**config.mk**
```make
export PLATFORM = sky130hd
export DESIGN_NAME = dds_sweep_ctrl
export DESIGN_NICKNAME = d
export VERILOG_FILES = /design/src/rtl/dds_sweep_ctrl.sv
export SDC_FILE = /design/constraint.sdc
export NUM_CORES = 1
export LEC_CHECK = 0
export CAP_MARGIN = 15
export CORE_ASPECT_RATIO = 0.9
export CORE_MARGIN = 2
export CORE_UTILIZATION = 55
export CTS_CLUSTER_DIAMETER = 50
export DETAILED_ROUTE_END_ITERATION = 10
export GPL_ROUTABILITY_DRIVEN = 0
export PLACE_DENSITY_LB_ADDON = 0.08
export SYNTH_ARGS = -nofsm -noshare
export SYNTH_HDL_FRONTEND = slang
export SYNTH_SLANG_ARGS = --single-unit
export TNS_END_PERCENT = 100
```
**constraint.sdc**
```tcl
create_clock -name sclk -period 9.4 [get_ports sclk]
set_clock_uncertainty 0.2 [all_clocks]
set_input_delay 2.35 -clock sclk [delete_from_list [all_inputs] [get_ports sclk]]
set_output_delay 2.35 -clock sclk [all_outputs]
set_load 0.01 [all_outputs]
```
**src/rtl/dds_sweep_ctrl.sv**
```systemverilog
// Frequency sweep sequencer for the DDS core: steps freq_ctrl between two endpoints
// with a programmable dwell, in single, repeating or triangle mode.
module dds_sweep_ctrl #(
  parameter int FREQ_BIT  = 26,
  parameter int DWELL_BIT = 24,
  parameter int FREQ_MAX  = 50_000_000
) (
  input  logic                 sclk,
  input  logic                 rst_n,
  input  logic                 start,
  input  logic                 stop,
  input  logic [FREQ_BIT-1:0]  cfg_f_start,
  input  logic [FREQ_BIT-1:0]  cfg_f_stop,
  input  logic [FREQ_BIT-1:0]  cfg_f_step,
  input  logic [DWELL_BIT-1:0] cfg_dwell,
  input  logic [1:0]           cfg_mode,
  input  logic [1:0]           cfg_wav,
  input  logic [8:0]           cfg_phase,
  output logic [FREQ_BIT-1:0]  freq_ctrl,
  output logic [8:0]           phase_ctrl,
  output logic [1:0]           wav_select,
  output logic                 dds_en,
  output logic                 busy,
  output logic                 step_tick,
  output logic                 done,
  output logic                 err
);

  typedef enum logic [1:0] {IDLE, RUN, DONE} state_t;

  localparam logic [1:0]          MODE_SINGLE = 2'd0;
  localparam logic [1:0]          MODE_REPEAT = 2'd1;
  localparam logic [1:0]          MODE_TRI    = 2'd2;
  localparam logic [1:0]          MODE_RSVD   = 2'd3;
  localparam logic [FREQ_BIT-1:0] F_MAX       = FREQ_BIT'(FREQ_MAX);

  // One step from cur toward tgt; the signed guard bits keep the sum from wrapping
  // so the result saturates exactly at the endpoint.
  function automatic logic [FREQ_BIT-1:0] step_clamp(
    input logic [FREQ_BIT-1:0] cur,
    input logic [FREQ_BIT-1:0] stp,
    input logic [FREQ_BIT-1:0] tgt,
    input logic                up
  );
    logic signed [FREQ_BIT+1:0] c, s, t, n;
    c = $signed({2'b00, cur});
    s = $signed({2'b00, stp});
    t = $signed({2'b00, tgt});
    n = up ? (c + s) : (c - s);
    if (up ? (n > t) : (n < t)) step_clamp = tgt;
    else                        step_clamp = n[FREQ_BIT-1:0];
  endfunction

  state_t               state, state_nxt;
  logic [FREQ_BIT-1:0]  freq_nxt;
  logic [8:0]           phase_nxt;
  logic [1:0]           wav_nxt;
  logic                 en_nxt, busy_nxt, tick_nxt, done_nxt, err_nxt;
  logic [DWELL_BIT-1:0] dwell_cnt, cnt_nxt;
  logic                 dir_up, dir_nxt;
  logic                 tgt_stop, tgt_stop_nxt;

  logic [FREQ_BIT-1:0]  f_start_r, f_stop_r, f_step_r;
  logic [DWELL_BIT-1:0] dwell_last;
  logic [1:0]           mode_r;

  logic                 cfg_bad, start_ok;
  logic [FREQ_BIT-1:0]  target, tri_tgt;

  assign cfg_bad  = ((cfg_f_step == '0) && (cfg_f_start != cfg_f_stop)) ||
                    (cfg_f_start > F_MAX) || (cfg_f_stop > F_MAX) ||
                    (cfg_phase > 9'd359) || (cfg_mode == MODE_RSVD);
  assign start_ok = (state == IDLE) && start && !stop && !cfg_bad;
  assign target   = tgt_stop ? f_stop_r : f_start_r;
  assign tri_tgt  = tgt_stop ? f_start_r : f_stop_r;

  always_comb begin
    state_nxt    = state;
    freq_nxt     = freq_ctrl;
    phase_nxt    = phase_ctrl;
    wav_nxt      = wav_select;
    en_nxt       = 1'b0;
    busy_nxt     = 1'b0;
    tick_nxt     = 1'b0;
    done_nxt     = 1'b0;
    err_nxt      = 1'b0;
    cnt_nxt      = dwell_cnt;
    dir_nxt      = dir_up;
    tgt_stop_nxt = tgt_stop;
    case (state)
      IDLE: begin
        if (start && !stop) begin
          if (cfg_bad) begin
            err_nxt = 1'b1;
          end else begin
            state_nxt    = RUN;
            freq_nxt     = cfg_f_start;
            phase_nxt    = cfg_phase;
            wav_nxt      = cfg_wav;
            en_nxt       = 1'b1;
            busy_nxt     = 1'b1;
            tick_nxt     = 1'b1;
            cnt_nxt      = '0;
            dir_nxt      = (cfg_f_stop >= cfg_f_start);
            tgt_stop_nxt = 1'b1;
          end
        end
      end
      RUN: begin
        if (stop) begin
          state_nxt = IDLE;
        end else begin
          en_nxt   = 1'b1;
          busy_nxt = 1'b1;
          if (dwell_cnt == dwell_last) begin
            cnt_nxt = '0;
            if (freq_ctrl != target) begin
              freq_nxt = step_clamp(freq_ctrl, f_step_r, target, dir_up);
              tick_nxt = 1'b1;
            end else begin
              case (mode_r)
                MODE_REPEAT: begin
                  freq_nxt = f_start_r;
                  tick_nxt = 1'b1;
                end
                MODE_TRI: begin
                  dir_nxt      = !dir_up;
                  tgt_stop_nxt = !tgt_stop;
                  freq_nxt     = step_clamp(freq_ctrl, f_step_r, tri_tgt, !dir_up);
                  tick_nxt     = 1'b1;
                end
                default: begin
                  state_nxt = DONE;
                  done_nxt  = 1'b1;
                  en_nxt    = 1'b0;
                  busy_nxt  = 1'b0;
                end
              endcase
            end
          end else begin
            cnt_nxt = dwell_cnt + DWELL_BIT'(1);
          end
        end
      end
      DONE:    state_nxt = IDLE;
      default: state_nxt = IDLE;
    endcase
  end

  // Registered outputs and control state
  always_ff @(posedge sclk) begin
    if (!rst_n) begin
      state      <= IDLE;
      freq_ctrl  <= '0;
      phase_ctrl <= '0;
      wav_select <= '0;
      dds_en     <= 1'b0;
      busy       <= 1'b0;
      step_tick  <= 1'b0;
      done       <= 1'b0;
      err        <= 1'b0;
      dwell_cnt  <= '0;
      dir_up     <= 1'b1;
      tgt_stop   <= 1'b1;
    end else begin
      state      <= state_nxt;
      freq_ctrl  <= freq_nxt;
      phase_ctrl <= phase_nxt;
      wav_select <= wav_nxt;
      dds_en     <= en_nxt;
      busy       <= busy_nxt;
      step_tick  <= tick_nxt;
      done       <= done_nxt;
      err        <= err_nxt;
      dwell_cnt  <= cnt_nxt;
      dir_up     <= dir_nxt;
      tgt_stop   <= tgt_stop_nxt;
    end
  end

  // Sweep configuration snapshot, taken only on an accepted start
  always_ff @(posedge sclk) begin
    if (start_ok) begin
      f_start_r  <= cfg_f_start;
      f_stop_r   <= cfg_f_stop;
      f_step_r   <= cfg_f_step;
      mode_r     <= cfg_mode;
      dwell_last <= (cfg_dwell == '0) ? '0 : (cfg_dwell - DWELL_BIT'(1));
    end
  end

endmodule

```
==> out/qor.yml, run 1 <==
logic_synthesis:
  yosys_warnings: 0
  synthMuxAreaShare_pct: 6.47
  synthCells: 1640
  synth_compound_area_share_pct: 20.5
  synthSimpleGateAreaFrac_pct: 17.6
  synthFlopType: "edfxtp_1"
  synthArstFlopShare_pct: 0
  netlist.area_leader.share_pct: 21.5
  synth_adder_area_share_pct: 11.7
  synth_xor_area_share_pct: 7.55
  synth-edff-count: 104
  synth_top_family_by_area: "compound AO/OA/AOI/OAI gates"
  syn-num-nets: 1894
  synth_area_per_cell_sq_um: 8.84
  synth_seq_cells: 173
  synth_top_area_cell: "edfxtp_1"
  ys_seq_area_share_pct: 31.1
  synth.distinct_cells: 92
  synth_area_sq_mm: 0.0145
  synth_area_leaders: "edfxtp_1, ha_1, dfxtp_1"
detailed_routing:
  drtPass1Iterations: 7
  viasPerCell: 6.35
  drt_wl_total_um: 45700
  drc: 0
  ant_nets: 0
  wl_per_cell_um: 21.6
  drt_iter0_drc: 1799
  via_count: 13400
sta:
  clock.fmax_ghz: 0.150
  post-route-period-util_pct: 71.1
  tightest_slew_ps: 1050
  slew_violations: 0
  timing_hold_violations_final: 0
  holdWs_ps: 272
  rsz0062_at_grt: "false"
  slew_headroom_pct: 30.0
  fin_crit_ps: 6680
  setup_viol: 0
  tns_ps: 0
  setup_ws_ps: 2720
clock_network:
  max-clock-path-buffers: 2
  htree_levels: 4
  clock-sinks: 173
  cts_tree: "done"
  root_buffer: "clkbuf_16"
  clk_latency_ps: 450
  clk_pin_slew_ps: 80
  cts_buffers: 17
  cts_hold_buf: 0
  post_cts_resized: 0
  cts_setup_buffers: 0
grt:
  grt_use_met1_pct: 48.3
  grt_use_met2_pct: 47.5
  grt_pass1_wl_um: 69700
  top_usage_layer: "met1"
  grt_pass1_vias: 12300
  grt_antenna_before_repair: 0
  grt_start_max_net_pins: 63
  met3_usage_pct: 7.71
  grt_usage_pct: 32.7
  grt_remaining_overflow: 0
worst_setup_path:
  r2r_slack_ps: 2720
  crit_path_cell_trace: "ha_1 > and2_1 > a221oi_1 > a21oi_1 > o2111ai_1 > a21o_1 > a32oi_1 > mux2i_1 > xnor2_1 > ha_1 > nand4_1 > nor4_1 > o41ai_1 > and2_1 > o2111ai_4 > and2_1 > a211oi_1 > or4_1 > a31oi_1"
  worst_r2r_endpoint: "freq_ctrl[14]$_SDFFE_PN0P_"
  cpMostUsedCell: "and2_1"
  worst_setup_path_end_kind: "flip-flop"
  critPathMaxFanout: 16
  worstPathArrival_ps: 6840
  cp_slowest_cell: "and2_1"
  r2r_cells: 19
  crit_start: "freq_ctrl[3]$_SDFFE_PN0P_"
  worstReg2RegStart: "freq_ctrl[3]$_SDFFE_PN0P_"
  critPathKind: "flip-flop to flip-flop"
  crit_required_ps: 9560
  critPathMaxStageDelay_ps: 630
  start_kind: "flip-flop"
floorplanning:
  ioPinCount: 161
  die_height_um: 158
  die_w_um: 175
  core_sq_mm: 0.0260
  dieArea_sq_mm: 0.0277
  rows: 56
  start_util_pct: 55.8
pwr:
  power_density_mw_per_mm2: 129
  power_leakage_nw: 6.92
  ir_drop_mv: 0.130
placement:
  dp_worst_setup_slack_ps: 2570
  portBuffers: 160
  dp_hpwl_um: 35300
  place_inst: 2081
worst_hold_path:
  worstHoldPathType: "flip-flop to flip-flop"
  hold_end: "wav_select[0]$_SDFFE_PN0P_"
  worstHoldStart: "wav_select[0]$_SDFFE_PN0P_"
  min_path_cells: 2
layout:
  area_delta_synth_final_pct: 16.3
  drive_above_1_share_pct: 5.15
  layout.nets: 2007
  stdcell_count: 2114
  antennaDiodeCount: 0
  postLayoutCoreUtil_pct: 64.9
run:
  maxCapViolations: 0
status:
  status: "completed"
==> stage by stage <==
stage	total power, mW	area [sq um]
after global placement	1.43	16300
after global routing	2.26	16900
after CTS	2.17	16900
after detailed placement	1.44	16300
after floorplan	1.24	14500
final	2.18	16900
==> placed cells by master (no fill, tap or decap), types with 22 or more instances in the layout <==
| cell type | Yosys | routed |
|---|---|---|
| clkdlybuf4s50_1 | 0 | 159 |
| inv_1 | 92 | 91 |
| xor2_1 | 34 | 34 |
| a21oi_1 | 87 | 87 |
| xnor2_1 | 91 | 91 |
| mux2i_1 | 80 | 80 |
| dfxtp_1 | 69 | 67 |
| nand2_1 | 130 | 130 |
| ha_1 | 133 | 133 |
| nor3_1 | 45 | 45 |
| nand2b_1 | 22 | 22 |
| o211ai_1 | 31 | 31 |
| o21a_1 | 24 | 24 |
| nor2_1 | 124 | 124 |
| a21o_1 | 35 | 35 |
| edfxtp_1 | 104 | 104 |
| o21ai_0 | 63 | 63 |
| a31oi_1 | 26 | 26 |
| and3_1 | 24 | 24 |
| nand4_1 | 28 | 28 |
| nor4_1 | 30 | 30 |
| nand3_1 | 38 | 38 |
==> flip-flops by register name, summed over array words and instances, names as in the netlist, 2 cells and up <==
name	flops
f_start_r	26
phase_ctrl	9
freq_ctrl	26
f_stop_r	26
wav_select	2
state	2
dwell_last	24
dwell_cnt	24
f_step_r	26
mode_r	2
==> worst max path at each step <==
stage / to / slack (ps)
global route: freq_ctrl[14]$_SDFFE_PN0P_ / 2490
floorplan: dwell_last[0]$_SDFFCE_PN0P_ / 1960
finish: freq_ctrl[14]$_SDFFE_PN0P_ / 2720
detailed placement: f_step_r[0]$_DFFE_PP_ / 2570
CTS: freq_ctrl[2]$_SDFFE_PN0P_ / 2930
global placement: dwell_last[17]$_SDFFCE_PN0P_ / 2540
==> cell families (layout without fill, tap and decap cells) <==
family                   count (synthesis)  after routing
AO/OA/AOI/OAI                          420            420
XOR/XNOR                               125            125
adder cells (fa/ha/maj)                135            135
buffers and inverters                  177            303
flip-flops                             173            173
multiplexers                            92             92
AND/OR/NAND/NOR                        518            518
==> power by group <==
part,switching (mW),internal (mW),total [mW],leakage (nW)
sequential,0.0282,0.828,0.856,1.51
combinational,0.349,0.245,0.594,5.12
clock,0.368,0.360,0.729,0.288
total,0.746,1.43,2.18,6.92
==> worst max-delay path: cells and delay by family, from the launching register on <==
| kind | cells | cell delay, ps |
|---|---|---|
| mux | 1 | 200 |
| compound gates | 9 | 2550 |
| flops | 1 | 590 |
| simple gates | 6 | 2160 |
| xor+xnor | 1 | 150 |
| fa+ha+maj | 2 | 730 |
==> metal layers <==
layer  share of wire (%)  wire [um]
met1                  44      20200
met2                  41      18900
met3                  12       5630
met4                 2.2        996
met5                   0          0
==> layout make-up <==
| cell class | instances | area (sq um) |
|---|---|---|
| clock inverter | 14 | 158 |
| fill | 2191 | 9130 |
| multi-input combinational | 1290 | 9270 |
| tap | 348 | 435 |
| inverter | 97 | 367 |
| clock buffer | 18 | 429 |
| timing repair buffer | 174 | 1710 |
| sequential | 173 | 4510 |
==> synth_stat cells (21+ instances only) <==
cell type and count:
a211oi_1 21, a21o_1 35, a21oi_1 87, a31oi_1 26, and3_1 24, buf_2 28
clkbuf_1 34, dfxtp_1 69, edfxtp_1 104, ha_1 133, inv_1 92, mux2i_1 80
nand2_1 130, nand2b_1 22, nand3_1 38, nand4_1 28, nor2_1 124, nor2b_1 21
nor3_1 45, nor4_1 30, o211ai_1 31, o21a_1 24, o21ai_0 63, xnor2_1 91
xor2_1 34
Note: power is estimated with default switching activity, not from simulation.
==> run 2: changes to the inputs <==
- CORE_UTILIZATION: 55 -> 53
- clock period: 9.4 -> 5.5 ns (I/O delays scaled with it)
==> out/qor.yml, run 2 (synthesis results as in run 1) <==
status:
  status: "completed"
placement:
  dp_hpwl_um: 37900  # +7.5%
  placed_cell_area_sq_mm: 0.0176  # +8.2%
  portBuffers: 160  # unchanged
floorplanning:
  die_w_um: 178  # +1.8%
  dieArea_sq_mm: 0.0287  # +3.7%
  ioPinCount: 161  # unchanged
  core_sq_mm: 0.0270  # +3.7%
  start_util_pct: 53.8  # -2.0 points
  die_height_um: 161  # +1.8%
  rows: 57  # +1.8%
sta:
  setup_viol: 0  # unchanged
  timing_hold_violations_final: 0  # unchanged
  post-route-period-util_pct: 99.1  # +28 points
  clock.fmax_ghz: 0.184  # +23%
  slew_headroom_pct: 19.9  # -10 points
  tns_ps: 0  # unchanged
  fin_crit_ps: 5450  # -1230 ps
  rsz0062_at_grt: "true"
  slew_violations: 0  # unchanged
  tightest_slew_ps: 1200  # +152 ps
clock_network:
  htree_levels: 4  # unchanged
  cts_tree: "done"
  root_buffer: "clkbuf_16"
  clock-sinks: 173  # unchanged
  clk_latency_ps: 450  # about the same
  cts_buffers: 17  # unchanged
  clk_pin_slew_ps: 80  # about the same
  max-clock-path-buffers: 2  # unchanged
grt:
  grt_usage_pct: 33.6  # +0.87 points
  grt_antenna_before_repair: 0  # unchanged
  grt_remaining_overflow: 0  # unchanged
  grt_pass1_vias: 13300  # +8.0%
  grt_pass1_wl_um: 74200  # +6.6%
  grt_start_max_net_pins: 66  # +4.8%
worst_setup_path:
  r2r_slack_ps: 50  # -2670 ps
  cp_num_cells: 23  # +4
  crit_path_cell_trace: "ha_2 > nor2b_4 > o311ai_4 > nand4_1 > buf_6 > a311oi_2 > o21ai_2 > a31oi_1 > mux2i_1 > xnor2_1 > buf_4 > ha_1 > nand4_1 > a211oi_2 > a221oi_2 > buf_4 > a32oi_4 > nand2_4 > buf_12 > a2111oi_4 > a211oi_1 > or4_4 > a31oi_1"
  critPathKind: "flip-flop to flip-flop"
  path_delay_family: "compound AO/OA/AOI/OAI gates"
  critPathMaxStageDelay_ps: 430  # -200 ps
  worstPathArrival_ps: 5640  # -1200 ps
  r2r_cells: 23  # +4
  start_kind: "flip-flop"
  crit_buf_inv: 4  # +4
  worst_r2r_endpoint: "freq_ctrl[14]$_SDFFE_PN0P_"
  cp-endpoint: "freq_ctrl[14]$_SDFFE_PN0P_"
  worst_setup_path_end_kind: "flip-flop"
  worstReg2RegStart: "f_step_r[1]$_DFFE_PP_"
  critPathMaxFanout: 6  # -10
  cp_slowest_cell: "edfxtp_1"
  crit_required_ps: 5690  # -3870 ps
  crit_start: "f_step_r[1]$_DFFE_PP_"
layout:
  layout.nets: 2197  # +9.5%
  area_delta_synth_final_pct: 31.5
  mostFrequentLayoutCells: "buf_4, clkdlybuf4s50_1, nand2_1, nor2_1, ha_1"
  final_common_cell: "buf_4"
  drive_above_1_share_pct: 19.6  # +14 points
  fin_area_sq_mm: 0.0191  # +13%
  postLayoutCoreUtil_pct: 70.7  # +5.9 points
  antennaDiodeCount: 0  # unchanged
detailed_routing:
  wl_per_cell_um: 21.5  # -0.51%
  routed.top_layer: "met4"
  drtPass1Iterations: 6  # -1
  wl_met2_um: 20400  # +7.8%
  drc: 0  # unchanged
  met3WireLength_um: 6340  # +13%
  drt_iter0_drc: 1873  # +4.1%
  wl_met1_um: 21600  # +6.9%
  via_count: 14500  # +8.0%
  ant_nets: 0  # unchanged
  drt_wl_total_um: 49700  # +8.7%
  viasPerCell: 6.27  # -1.2%
pwr:
  ir_drop_mv: 0.242  # +86%
  power_density_mw_per_mm2: 212  # +64%
  power_leakage_nw: 8.03  # +16%
worst_hold_path:
  worstHoldPathType: "flip-flop to flip-flop"
run:
  maxCapViolations: 0  # unchanged
## run 2: how the worst min path moves through the flow
stage | startpoint | endpoint | slack, ps | depth (start not counted)
2_1_floorplan | dwell_cnt[6]$_SDFFE_PN0P_ | dwell_cnt[6]$_SDFFE_PN0P_ | 280 | 2
4_1_cts | wav_select[0]$_SDFFE_PN0P_ | wav_select[0]$_SDFFE_PN0P_ | 270 | 2
3_5_place_dp | wav_select[0]$_SDFFE_PN0P_ | wav_select[0]$_SDFFE_PN0P_ | 260 | 2
3_3_place_gp | phase_ctrl[7]$_SDFFE_PN0P_ | phase_ctrl[7]$_SDFFE_PN0P_ | 250 | 2
6_report | wav_select[0]$_SDFFE_PN0P_ | wav_select[0]$_SDFFE_PN0P_ | 270 | 2
5_1_grt | wav_select[1]$_SDFFE_PN0P_ | wav_select[1]$_SDFFE_PN0P_ | 290 | 2
## run 2: power breakdown
part / internal, mW / switching [mW] / total, mW
clock: 0.695 / 0.601 / 1.30
sequential: 1.42 / 0.0333 / 1.45
combinational: 0.600 / 0.698 / 1.30
## run 2: what timing repair did
| action | 4_1_cts | 5_1_grt |
|---|---|---|
| gates resized for setup | 13 | 123 |
| buffers inserted | 3 | 26 |
| hold buffers | 0 | 0 |
| setup endpoints to repair | 26 | 26 |
| pin swaps | 4 | 67 |
## run 2: per-stage QoR
stage	setup WS (ps)	hold WS [ps]	std cells	power (mW)
floorplan	378	278	1640	2.11
global route	-149	294	2310	4.20
CTS	15.0	273	2285	3.91
finish	50.6	269	2310	4.04
global placement	-171	252	2250	2.58
detailed placement	-208	262	2250	2.61
## run 2: cell type report
| type | count | area (sq um) |
|---|---|---|
| Timing Repair Buffer | 364 | 3240 |
| Fill cell | 2068 | 7890 |
| Multi-Input combinational cell | 1290 | 9880 |
| Tap cell | 354 | 443 |
| Inverter | 97 | 367 |
| Clock buffer | 17 | 425 |
| Clock inverter | 15 | 201 |
| Sequential cell | 173 | 4510 |
## run 2: worst min-delay path: cells and delay by family (launching register included)
family	cells	cell delay [ps]
DFF	1	310
AOI/OAI and AO/OA	1	60
and+or+nand+nor	1	50
## run 2: layer usage
metal / track usage [%] / up-vias
met5: 0 / -
met4: 9.13 / 0
met3: 8.85 / 98
met2: 47.1 / 879
met1: 50.6 / 6835
li1: - / 6682
==> run 3: changes to the inputs <==
- GPL_ROUTABILITY_DRIVEN: 0 -> 1
==> out/qor.yml, run 3 (synthesis results as in run 1) <==
sta:
  slew_headroom_pct: 39.6  # +20 points
  fin_crit_ps: 5390  # -57.5 ps
  timing_hold_violations_final: 0  # unchanged
  tightest_slew_ps: 905  # -296 ps
  clock.fmax_ghz: 0.185  # +1.1%
  post-route-period-util_pct: 98.0  # -1.0 points
  rsz0062_at_grt: "true"
  slew_violations: 0  # unchanged
  setup_viol: 0  # unchanged
worst_setup_path:
  start_kind: "flip-flop"
  critPathKind: "flip-flop to flip-flop"
  critPathMaxFanout: 5  # -1
  worstPathArrival_ps: 5540  # -100 ps
  worstReg2RegStart: "f_step_r[2]$_DFFE_PP_"
  crit_required_ps: 5640  # -50 ps
  crit_start: "f_step_r[2]$_DFFE_PP_"
  worst_setup_path_end_kind: "flip-flop"
clock_network:
  cts_tree: "done"
  clk_latency_ps: 460  # about the same
  cts_buffers: 17  # unchanged
  cts_hold_buf: 0  # unchanged
  max-clock-path-buffers: 2  # unchanged
  root_buffer: "clkbuf_16"
  clk_pin_slew_ps: 80  # about the same
  clock-sinks: 173  # unchanged
  htree_levels: 4  # unchanged
placement:
  portBuffers: 160  # unchanged
  placed_cell_area_sq_mm: 0.0180  # +2.1%
  dp_hpwl_um: 41900  # +11%
  gp_congestion: 1.00
detailed_routing:
  drtPass1Iterations: 8  # +2
  ant_nets: 0  # unchanged
  drc: 0  # unchanged
  drt_wl_total_um: 52800  # +6.1%
  wl_per_cell_um: 22.5  # +4.4%
  via_count: 14600  # +0.39%
  drt_iter0_drc: 1739  # -7.2%
  viasPerCell: 6.19  # -1.3%
worst_hold_path:
  worstHoldStart: "phase_ctrl[5]$_SDFFE_PN0P_"
  worstHoldPathType: "flip-flop to flip-flop"
grt:
  grt_pass1_vias: 14100  # +5.4%
  met3_usage_pct: 9.04  # +0.19 points
  grt_remaining_overflow: 0  # unchanged
  grt_pass1_wl_um: 78900  # +6.3%
  grt_usage_pct: 36.3  # +2.7 points
  grt_use_met2_pct: 53.8  # +6.8 points
  grt_antenna_before_repair: 0  # unchanged
  grt_start_max_net_pins: 63  # -4.5%
  grt_use_met1_pct: 51.7  # +1.1 points
  top_usage_layer: "met2"
pwr:
  power_leakage_nw: 8.19  # +2.0%
  power_density_mw_per_mm2: 211  # -0.30%
  ir_drop_mv: 0.263  # +8.5%
  p_total_mw: 4.08  # +0.98%
layout:
  area_delta_synth_final_pct: 33.2
  mostFrequentLayoutCells: "buf_4, clkdlybuf4s50_1, nand2_1, nor2_1, ha_1"
  drive_above_1_share_pct: 20.6  # +1.0 points
  final_common_cell: "buf_4"
  fin_area_sq_mm: 0.0193  # +1.3%
  layout.nets: 2235  # +1.7%
  fillers: 2123  # +2.7%
floorplanning:
  die_w_um: 178  # unchanged
  die_height_um: 161  # unchanged
  ioPinCount: 161  # unchanged
  dieArea_sq_mm: 0.0287  # unchanged
  core_sq_mm: 0.0270  # unchanged
  start_util_pct: 53.8  # unchanged
  rows: 57  # unchanged
run:
  maxCapViolations: 0  # unchanged
status:
  status: "completed"
run 3: area by class of cell:
| class | instances | area (sq um) | share of cell area (%) |
|---|---|---|---|
| multi-input cells | 1290 | 9840 | 51.0 |
| flip-flops and latches | 173 | 4510 | 23.3 |
| repair buffers | 402 | 3550 | 18.4 |
| well taps | 354 | 443 | 2.29 |
| clock buffers | 17 | 425 | 2.20 |
| inverters | 97 | 367 | 1.90 |
| clock inverters | 15 | 175 | 0.907 |
| diodes | 1 | 2.50 | 0.0130 |
run 3: metal layers:
metal | vias up | wire length (um)
li1 | 6765 | -
met1 | 6924 | 23500
met2 | 771 | 22300
met3 | 90 | 5500
met4 | 0 | 1430
met5 | - | 0
run 3: power by group:
part	switching, mW	internal [mW]
Combinational	0.723	0.627
Sequential	0.0347	1.42
Clock	0.632	0.651
run 3: critical path: stages, from the launching register on:
cell and delay (ps):
edfxtp_1 390, buf_4 140, ha_2 170, buf_4 130
o21bai_1 140, buf_4 150, a2111oi_4 410, nor2_4 110
o31ai_2 310, o311a_1 200, o21ai_1 80, xnor2_1 140
buf_4 150, ha_1 310, nand3_1 110, nor2_1 70
a2111oi_2 330, nor2_1 100, nor3_2 230, o211ai_2 190
o21ai_4 280, buf_4 180, mux2i_1 270, o221ai_1 160
a31oi_1 290
run 3: stage by stage:
| step | hold WS, ps | setup WS, ps | std cells | utilization, % | setup TNS [ps] |
|---|---|---|---|---|---|
| finish | 267 | 108 | 2349 | 71.6 | 0 |
| floorplan | 278 | 378 | 1640 | - | 0 |
| detailed placement | 259 | -169 | 2298 | 66.7 | -1980 |
| CTS | 270 | -24.5 | 2331 | 69.2 | -24.5 |
| global route | 292 | -76.0 | 2348 | 71.6 | -524 |
| global placement | 252 | -77.8 | 2298 | 66.7 | -610 |
run 3: worst paths after layout:
check | slack [ps] | to | cells after the start
min | 270 | phase_ctrl[5]$_SDFFE_PN0P_ | 2
max | 110 | freq_ctrl[1]$_SDFFE_PN0P_ | 24
max reg2reg | 110 | freq_ctrl[1]$_SDFFE_PN0P_ | 24
min reg2reg | 270 | phase_ctrl[5]$_SDFFE_PN0P_ | 2
run 3: timing repair:
action | CTS | global route
resized for setup | 18 | 107
pin swaps | 7 | 63
setup buffers | 1 | 17
cloned | 0 | 0
setup endpoints to repair | 25 | 26
